==> config.mk <==
export PLATFORM = sky130hd
export DESIGN_NAME = peripheral_timer_multi_ahb
export DESIGN_NICKNAME = d
export VERILOG_FILES = /design/src/rtl/peripheral_biu_pkg.sv /design/src/rtl/peripheral_timer_pkg.sv /design/src/rtl/peripheral_timer_channel.sv /design/src/rtl/peripheral_timer_multi_ahb.sv
export SDC_FILE = /design/constraint.sdc
export NUM_CORES = 2
export LEC_CHECK = 0
export ABC_AREA = 1
export CAP_MARGIN = 20
export CELL_PAD_IN_SITES_DETAIL_PLACEMENT = 2
export CELL_PAD_IN_SITES_GLOBAL_PLACEMENT = 2
export CORE_UTILIZATION = 38
export CTS_CLUSTER_DIAMETER = 60
export CTS_CLUSTER_SIZE = 20
export DETAILED_ROUTE_END_ITERATION = 10
export PLACE_DENSITY = 0.89
export SYNTH_ARGS = -nofsm -noshare
export SYNTH_HDL_FRONTEND = slang
export SYNTH_HIERARCHICAL = 1
export SYNTH_SLANG_ARGS = --single-unit
==> constraint.sdc <==
create_clock -name HCLK -period 6.35 [get_ports HCLK]
set_input_delay 0.9525 -clock HCLK [delete_from_list [all_inputs] [get_ports HCLK]]
set_output_delay 0.9525 -clock HCLK [all_outputs]
set_load 0.1 [all_outputs]
==> src/rtl/peripheral_biu_pkg.sv <==
// AMBA3 AHB-Lite encodings shared by the peripheral bus interface units.
package peripheral_biu_pkg;
  localparam logic [1:0] HTRANS_IDLE   = 2'b00;
  localparam logic [1:0] HTRANS_BUSY   = 2'b01;
  localparam logic [1:0] HTRANS_NONSEQ = 2'b10;
  localparam logic [1:0] HTRANS_SEQ    = 2'b11;

  localparam logic [2:0] HSIZE_BYTE  = 3'b000;
  localparam logic [2:0] HSIZE_HWORD = 3'b001;
  localparam logic [2:0] HSIZE_WORD  = 3'b010;

  localparam logic HRESP_OKAY  = 1'b0;
  localparam logic HRESP_ERROR = 1'b1;
endpackage

==> src/rtl/peripheral_timer_pkg.sv <==
// Register map, CTRL layout and address/byte-lane helpers for the multi-channel timer.
package peripheral_timer_pkg;
  import peripheral_biu_pkg::*;

  // 9 decoded address bits so that channel 15 (0x100) is reachable
  localparam int DEC_AW = 9;

  localparam logic [3:0] INFO_OFF     = 4'h0;
  localparam logic [3:0] IPENDING_OFF = 4'h4;
  localparam logic [3:0] RUNNING_OFF  = 4'h8;

  localparam logic [DEC_AW-1:0] CH_BASE   = 9'h010;
  localparam logic [DEC_AW-1:0] CH_STRIDE = 9'h010;

  localparam logic [3:0] CTRL_OFF     = 4'h0;
  localparam logic [3:0] PRESCALE_OFF = 4'h4;
  localparam logic [3:0] COUNT_OFF    = 4'h8;
  localparam logic [3:0] RELOAD_OFF   = 4'hC;

  localparam int CTRL_EN      = 0;
  localparam int CTRL_ONESHOT = 1;
  localparam int CTRL_IE      = 2;

  typedef struct packed {
    logic ie;
    logic oneshot;
    logic en;
  } ctrl_t;

  function automatic logic glb_hit(input logic [DEC_AW-1:0] a);
    return a[DEC_AW-1:4] == '0;
  endfunction

  function automatic logic ch_hit(input logic [DEC_AW-1:0] a, input int n);
    return {a[DEC_AW-1:4], 4'h0} == DEC_AW'(CH_BASE + n * CH_STRIDE);
  endfunction

  function automatic logic [3:0] reg_off(input logic [DEC_AW-1:0] a);
    return {a[3:2], 2'b00};
  endfunction

  function automatic logic [3:0] byte_en(input logic [2:0] hsize, input logic [1:0] a);
    case (hsize)
      HSIZE_BYTE:  return 4'b0001 << a;
      HSIZE_HWORD: return a[1] ? 4'b1100 : 4'b0011;
      HSIZE_WORD:  return 4'b1111;
      default:     return 4'b1111;
    endcase
  endfunction

  function automatic logic [31:0] be_mask(input logic [3:0] be);
    logic [31:0] m;
    m = '0;
    for (int b = 0; b < 4; b++) m[b*8 +: 8] = {8{be[b]}};
    return m;
  endfunction
endpackage

==> src/rtl/peripheral_timer_channel.sv <==
// One timer channel: prescaler, down-counter with reload, and the IDLE/RUN FSM.
module peripheral_timer_channel
  import peripheral_timer_pkg::*;
#(
  parameter int CNT_WIDTH = 32
) (
  input  logic                 i_clk,
  input  logic                 i_rst_n,
  input  logic                 i_ctrl_we,
  input  logic                 i_pre_we,
  input  logic                 i_cnt_we,
  input  logic                 i_rld_we,
  input  logic [CNT_WIDTH-1:0] i_wdata,
  output ctrl_t                o_ctrl,
  output logic [CNT_WIDTH-1:0] o_prescale,
  output logic [CNT_WIDTH-1:0] o_count,
  output logic [CNT_WIDTH-1:0] o_reload,
  output logic                 o_expire
);
  localparam int CW = CNT_WIDTH;

  typedef enum logic {ST_IDLE, ST_RUN} state_t;

  state_t        r_state;
  logic          r_oneshot;
  logic          r_ie;
  logic [CW-1:0] r_pcnt;
  logic [CW-1:0] r_prescale;
  logic [CW-1:0] r_count;
  logic [CW-1:0] r_reload;
  logic          w_tick;
  logic          w_expire;

  assign w_tick   = (r_state == ST_RUN) && (r_pcnt == '0);
  assign w_expire = w_tick && (r_count == '0);

  // A CTRL write in the same cycle as a one-shot expiry decides EN.
  always_ff @(posedge i_clk or negedge i_rst_n) begin
    if (!i_rst_n) begin
      r_state   <= ST_IDLE;
      r_oneshot <= 1'b0;
      r_ie      <= 1'b0;
    end else begin
      if (i_ctrl_we) begin
        r_oneshot <= i_wdata[CTRL_ONESHOT];
        r_ie      <= i_wdata[CTRL_IE];
      end
      case (r_state)
        ST_IDLE: if (i_ctrl_we && i_wdata[CTRL_EN]) r_state <= ST_RUN;
        ST_RUN: begin
          if (i_ctrl_we)                  r_state <= i_wdata[CTRL_EN] ? ST_RUN : ST_IDLE;
          else if (w_expire && r_oneshot) r_state <= ST_IDLE;
        end
        default: r_state <= ST_IDLE;
      endcase
    end
  end

  always_ff @(posedge i_clk or negedge i_rst_n) begin
    if (!i_rst_n) begin
      r_pcnt     <= '0;
      r_prescale <= '0;
      r_count    <= '0;
      r_reload   <= '0;
    end else begin
      if (i_pre_we) r_prescale <= i_wdata;
      if (i_rld_we) r_reload   <= i_wdata;

      // PRESCALE changes only land on pcnt at a reload point
      if (r_state != ST_RUN || w_tick) r_pcnt <= r_prescale;
      else                              r_pcnt <= r_pcnt - CW'(1);

      if (i_cnt_we)    r_count <= i_wdata;
      else if (w_tick) r_count <= (r_count == '0) ? r_reload : r_count - CW'(1);
    end
  end

  assign o_ctrl     = '{ie: r_ie, oneshot: r_oneshot, en: (r_state == ST_RUN)};
  assign o_prescale = r_prescale;
  assign o_count    = r_count;
  assign o_reload   = r_reload;
  assign o_expire   = w_expire;
endmodule

==> src/rtl/peripheral_timer_multi_ahb.sv <==
// Multi-channel AHB-Lite timer: bus decode, byte-lane merge, read mux, pending and interrupt regs.
module peripheral_timer_multi_ahb
  import peripheral_biu_pkg::*;
  import peripheral_timer_pkg::*;
#(
  parameter int HADDR_SIZE = 32,
  parameter int HDATA_SIZE = 32,
  parameter int TIMERS     = 4,
  parameter int CNT_WIDTH  = 32
) (
  input  logic                  HRESETn,
  input  logic                  HCLK,
  input  logic                  HSEL,
  input  logic [HADDR_SIZE-1:0] HADDR,
  input  logic [HDATA_SIZE-1:0] HWDATA,
  input  logic                  HWRITE,
  input  logic [2:0]            HSIZE,
  input  logic [2:0]            HBURST,
  input  logic [3:0]            HPROT,
  input  logic [1:0]            HTRANS,
  input  logic                  HREADY,
  output logic [HDATA_SIZE-1:0] HRDATA,
  output logic                  HREADYOUT,
  output logic                  HRESP,
  output logic [TIMERS-1:0]     tint,
  output logic                  tint_any
);
  localparam int CW = CNT_WIDTH;

  logic                   w_acc;
  logic                   r_wr;
  logic [DEC_AW-1:0]      r_waddr;
  logic [3:0]             r_be;
  logic [TIMERS-1:0]      r_ipend;

  ctrl_t [TIMERS-1:0]          w_ctrl;
  logic  [TIMERS-1:0][CW-1:0]  w_pre;
  logic  [TIMERS-1:0][CW-1:0]  w_cnt;
  logic  [TIMERS-1:0][CW-1:0]  w_rld;
  logic  [TIMERS-1:0]          w_expire;
  logic  [TIMERS-1:0]          w_en;
  logic  [TIMERS-1:0]          w_ie;
  logic  [TIMERS-1:0]          w_ctrl_we;
  logic  [TIMERS-1:0]          w_pre_we;
  logic  [TIMERS-1:0]          w_cnt_we;
  logic  [TIMERS-1:0]          w_rld_we;
  logic                        w_ipend_we;
  logic  [TIMERS-1:0]          w_w1c;
  logic  [31:0]                w_old;
  logic  [31:0]                w_mask;
  logic  [31:0]                w_wdm;
  logic  [31:0]                w_merged;
  logic                        w_unused;

  assign w_unused  = ^{HBURST, HPROT, HADDR[HADDR_SIZE-1:DEC_AW]};
  assign HREADYOUT = 1'b1;
  assign HRESP     = HRESP_OKAY;

  assign w_acc = HREADY & HSEL & ((HTRANS == HTRANS_NONSEQ) | (HTRANS == HTRANS_SEQ));

  always_ff @(posedge HCLK or negedge HRESETn) begin
    if (!HRESETn) begin
      r_wr    <= 1'b0;
      r_waddr <= '0;
      r_be    <= '0;
    end else if (HREADY) begin
      r_wr    <= w_acc & HWRITE;
      r_waddr <= HADDR[DEC_AW-1:0];
      r_be    <= byte_en(HSIZE, HADDR[1:0]);
    end
  end

  function automatic logic [31:0] rd_mux(input logic [DEC_AW-1:0] a);
    logic [31:0] d;
    d = '0;
    if (glb_hit(a)) begin
      case (reg_off(a))
        INFO_OFF:     d = {16'h0002, 8'h00, 8'(TIMERS)};
        IPENDING_OFF: d[TIMERS-1:0] = r_ipend;
        RUNNING_OFF:  d[TIMERS-1:0] = w_en;
        default:      d = '0;
      endcase
    end
    for (int n = 0; n < TIMERS; n++) begin
      if (ch_hit(a, n)) begin
        case (reg_off(a))
          CTRL_OFF:     d = 32'(w_ctrl[n]);
          PRESCALE_OFF: d[CW-1:0] = w_pre[n];
          COUNT_OFF:    d[CW-1:0] = w_cnt[n];
          RELOAD_OFF:   d[CW-1:0] = w_rld[n];
          default:      d = '0;
        endcase
      end
    end
    return d;
  endfunction

  // Partial writes keep the untouched bytes of the register's current value.
  always_comb begin
    w_old    = rd_mux(r_waddr);
    w_mask   = be_mask(r_be);
    w_wdm    = 32'(HWDATA) & w_mask;
    w_merged = (w_old & ~w_mask) | w_wdm;
  end

  always_comb begin
    w_ctrl_we  = '0;
    w_pre_we   = '0;
    w_cnt_we   = '0;
    w_rld_we   = '0;
    w_ipend_we = r_wr && glb_hit(r_waddr) && (reg_off(r_waddr) == IPENDING_OFF);
    for (int n = 0; n < TIMERS; n++) begin
      if (r_wr && ch_hit(r_waddr, n)) begin
        case (reg_off(r_waddr))
          CTRL_OFF:     w_ctrl_we[n] = 1'b1;
          PRESCALE_OFF: w_pre_we[n]  = 1'b1;
          COUNT_OFF:    w_cnt_we[n]  = 1'b1;
          RELOAD_OFF:   w_rld_we[n]  = 1'b1;
          default:      ;
        endcase
      end
    end
  end

  // W1C only clears bits from enabled byte lanes
  assign w_w1c = w_ipend_we ? w_wdm[TIMERS-1:0] : '0;

  for (genvar g = 0; g < TIMERS; g++) begin : g_ch
    peripheral_timer_channel #(.CNT_WIDTH(CW)) u_ch (
      .i_clk      (HCLK),
      .i_rst_n    (HRESETn),
      .i_ctrl_we  (w_ctrl_we[g]),
      .i_pre_we   (w_pre_we[g]),
      .i_cnt_we   (w_cnt_we[g]),
      .i_rld_we   (w_rld_we[g]),
      .i_wdata    (w_merged[CW-1:0]),
      .o_ctrl     (w_ctrl[g]),
      .o_prescale (w_pre[g]),
      .o_count    (w_cnt[g]),
      .o_reload   (w_rld[g]),
      .o_expire   (w_expire[g])
    );
    assign w_en[g] = w_ctrl[g].en;
    assign w_ie[g] = w_ctrl[g].ie;
  end

  // Expiry is OR'd in after the clear so it wins a same-cycle W1C.
  always_ff @(posedge HCLK or negedge HRESETn) begin
    if (!HRESETn) begin
      r_ipend  <= '0;
      tint     <= '0;
      tint_any <= 1'b0;
      HRDATA   <= '0;
    end else begin
      r_ipend  <= (r_ipend & ~w_w1c) | w_expire;
      tint     <= r_ipend & w_ie;
      tint_any <= |(r_ipend & w_ie);
      if (w_acc && !HWRITE) HRDATA <= HDATA_SIZE'(rd_mux(HADDR[DEC_AW-1:0]));
    end
  end
endmodule
==> flow_metrics.py <==
metrics = {
    "finish": {
        "layout-drive-gt1-share_pct": 9.93,
        "stdcell_area_um2": 45100,
        "area_delta_synth_final_pct": 12.5,
        "multi_input_area_um2": 22500,
        "layout_common_cells": "nand2_1, nor2_1, nand3_1",
        "instances_no_fill": 7521,
        "final_nets": 6165,
        "seqCellArea_um2": 14400,
        "fill_cells": 12500,
        "final_common_cell": "nand2_1",
    },
    "detailed_routing": {
        "via_per_inst": 6.53,
        "drtIter0Drc": 6217,
        "num_vias": 49100,
        "wire_per_inst_um": 34.5,
        "drc_errors": 0,
        "drtAntennaViolNets": 0,
        "first_pass_iters": 6,
        "drt_wl_total_mm": 260,
    },
    "timing": {
        "rsz0062_at_grt": "no",
        "setup_violations": 0,
        "hold_viol_final": 0,
        "slew_headroom_pct": 13.4,
        "tns_ns": 0,
        "finalCriticalPeriod_ns": 4.97,
        "fin_ws_ns": 1.38,
        "timing.fmax_mhz": 201,
        "fin_skew_ns": 0.0495,
        "post-route-period-util_pct": 78.3,
        "worst_pin_slew_ns": 1.30,
        "maxSlewViolCount": 0,
    },
    "setup_path": {
        "r2r_slack_ns": 1.38,
        "max_stage_delay_ns": 0.82,
        "crit_fanout": 37,
        "timing.rr.start": "r_waddr[2]",
        "critPathArrivalTime_ns": 5.62,
        "crit_type": "flip-flop to flip-flop",
        "rr_worst_depth": 13,
        "cp_cell_sequence": "nand2_2 > inv_4 > buf_12 > nand2_1 > nand3_1 > nand2_1 > nand4_1 > nand2_1 > nand2_1 > nand2_1 > nand2_1 > clkinv_1 > nand2_1",
        "cp.required_ns": 7.00,
        "crit_family": "simple AND/OR/NAND/NOR gates",
        "rr_endpoint": "g_ch[0].u_ch/o_count[8]",
        "crit_path_start_kind": "flip-flop",
        "cp-end-kind": "flip-flop",
        "crit_buf_inv": 3,
        "cp_common_cell": "nand2_1",
        "critPathSlowestCell": "nand2_1",
    },
    "yosys": {
        "ys_seq_area_share_pct": 36.0,
        "synthesis.area_um2": 40100,
        "avgSynthCellArea_um2": 6.59,
        "syn-instance-count": 6080,
        "synth.distinct_cells": 49,
        "syn_nets": 6177,
        "ys.warnings.count": 6,
        "ys_ff_latch": 577,
    },
    "clock_network": {
        "hold_buffers": 0,
        "cts_tree": "built",
        "worstSkewPairLatency_ns": 0.73,
        "htreeDepth": 3,
        "clock_path_buffers": 3,
        "cts_resized": 0,
        "clkSlewWorstSetupHoldPaths_ns": 0.08,
        "cts_root_buf": "clkbuf_16",
        "cts_made_buffers": 80,
        "post_cts_buffers": 0,
        "cts_sinks": 577,
    },
    "die": {
        "die_x_um": 327,
        "dieArea_um2": 107000,
        "start_util_pct": 38.5,
        "rows": 118,
        "die_h_um": 327,
        "coreArea_um2": 104000,
        "io_pins": 120,
    },
    "global_route": {
        "first_global_vias": 52500,
        "grt_pass1_wl_mm": 376,
        "grt_max_degree": 148,
        "grt.total_usage_pct": 47.8,
        "grt_antenna_before_repair": 34,
        "grt-ovfl-total": 0,
    },
    "power": {
        "internal_power_mw": 8.11,
        "pwr-share-clk_pct": 36.6,
        "switchingPower_mw": 6.23,
        "p_leak_nw": 21.3,
        "p_sw_share_pct": 43.4,
        "power_mw": 14.3,
        "vdd_drop_max_mv": 0.228,
        "seq_power_share_pct": 36.2,
        "power_density_nw_per_um2": 318,
        "comb_power_share_pct": 27.1,
    },
    "placed_design": {
        "placedCellCount": 7360,
        "place_hpwl_mm": 162,
        "pre_cts_slack_ns": 2.08,
        "placed_cell_area_um2": 42100,
        "gp_congestion": 1.03,
        "port_buffers": 86,
    },
    "run_status": {
        "status": "finished clean",
    },
    "worst_hold_path": {
        "hold_class": "input pin to asynchronous set/reset pin",
    },
    "run": {
        "cap_violations": 0,
    },
}
-- area by class of cell --
class | count | area share [%]
Multi-Input combinational cell | 4736 | 49.8
Sequential cell | 577 | 32.0
Clock buffer | 87 | 4.66
Inverter | 506 | 4.26
Tap cell | 1380 | 3.83
Timing Repair Buffer | 167 | 3.70
Clock inverter | 61 | 1.73
Antenna cell | 7 | 0.0388
-- how the worst max path moves through the flow --
stage          slack, ns                        end  depth (start not counted)        from
4_1_cts             1.87    g_ch[0].u_ch/o_count[8]                         13  r_waddr[2]
5_1_grt             1.63    g_ch[0].u_ch/o_count[8]                         13  r_waddr[3]
2_1_floorplan       3.98  g_ch[1].u_ch/o_reload[27]                         11  r_waddr[6]
3_5_place_dp        2.08   g_ch[0].u_ch/o_count[10]                         11  r_waddr[3]
6_report            1.38    g_ch[0].u_ch/o_count[8]                         13  r_waddr[2]
3_3_place_gp        2.09   g_ch[1].u_ch/o_count[16]                         13  r_waddr[3]
-- per-layer routing --
layer / global-route usage, % / part of all wire (%) / vias to the layer above
met1: 57.5 / 36 / 24800
li1: - / - / 19200
met5: 0 / 0.090 / -
met4: 37.2 / 9.5 / 38
met3: 15.0 / 12 / 1371
met2: 70.8 / 42 / 3725
-- power groups by stage --
stage                     clock (mW)  sequential (mW)  combinational (mW)
after floorplan                    0             4.94                2.02
after global placement             0             5.04                3.17
after detailed placement           0             5.10                3.42
final                           5.26             5.20                3.89
after global routing            5.36             5.20                4.07
after CTS                       5.25             5.12                3.73
-- kinds of logic (layout without fill, tap and decap cells) --
kind of cell,after synthesis,in the layout,share of synthesized area [%]
AO/OA/AOI/OAI,468,468,6.24
XOR/XNOR,130,130,2.84
adder cells (fa/ha/maj),16,16,0.499
buffers and inverters,767,821,8.25
flip-flops,577,577,36.0
multiplexers,156,156,4.38
other,2,9,0.0187
AND/OR/NAND/NOR,3964,3964,41.7
-- synthesized netlist by cell type, drive strengths merged --
library cell	number	area [um^2]
nand4	55	374
a21boi	2	15.0
o211ai	34	255
o21bai	7	52.6
o21ai	363	1830
a31oi	12	75.1
xor2	54	473
o22ai	5	31.3
nand3	642	3510
nor3	7	62.6
mux2	156	1760
nand3b	26	195
o2bb2ai	1	8.76
dfrtp	577	14400
a22oi	2	15.0
ha	16	200
clkinv	60	235
buf	161	1020
or2	8	50.1
xnor2	76	666
inv	446	1680
and2	2	12.5
conb	2	7.51
o221ai	2	17.5
and3	2	12.5
clkbuf	100	377
nor2	814	3390
nand2	2408	9130
a21oi	40	200
-- state kept, by name (all words and copies together), names as in the netlist --
name / cells
g_ch.u_ch/o_count: 128
g_ch.u_ch/r_ie: 4
g_ch.u_ch/r_oneshot: 4
tint_any: 1
g_ch.u_ch/o_reload: 128
tint: 4
r_wr: 1
r_waddr: 7
g_ch.u_ch/r_pcnt: 128
r_ipend: 4
HRDATA: 32
r_be: 4
g_ch.u_ch/o_prescale: 128
g_ch.u_ch/r_state: 4
-- worst reg2reg max path, cell delays in order (launching register included) --
cell and delay, ns:
dfrtp_1 0.81, nand2_2 0.69, inv_4 0.78, buf_12 0.31, nand2_1 0.11, nand3_1 0.26, nand2_1 0.13, nand4_1 0.14
nand2_1 0.08, nand2_1 0.82, nand2_1 0.32, nand2_1 0.26, clkinv_1 0.12, nand2_1 0.08
-- per-stage QoR --
step | hold WS (ns) | util (%)
final | 0.187 | 43.3
after global routing | 0.198 | 43.3
after CTS | 0.192 | 43.2
after detailed placement | 0.472 | 40.5
after global placement | 0.466 | 40.5
after floorplan | 0.451 | -
(Power assumes the default switching activity.)
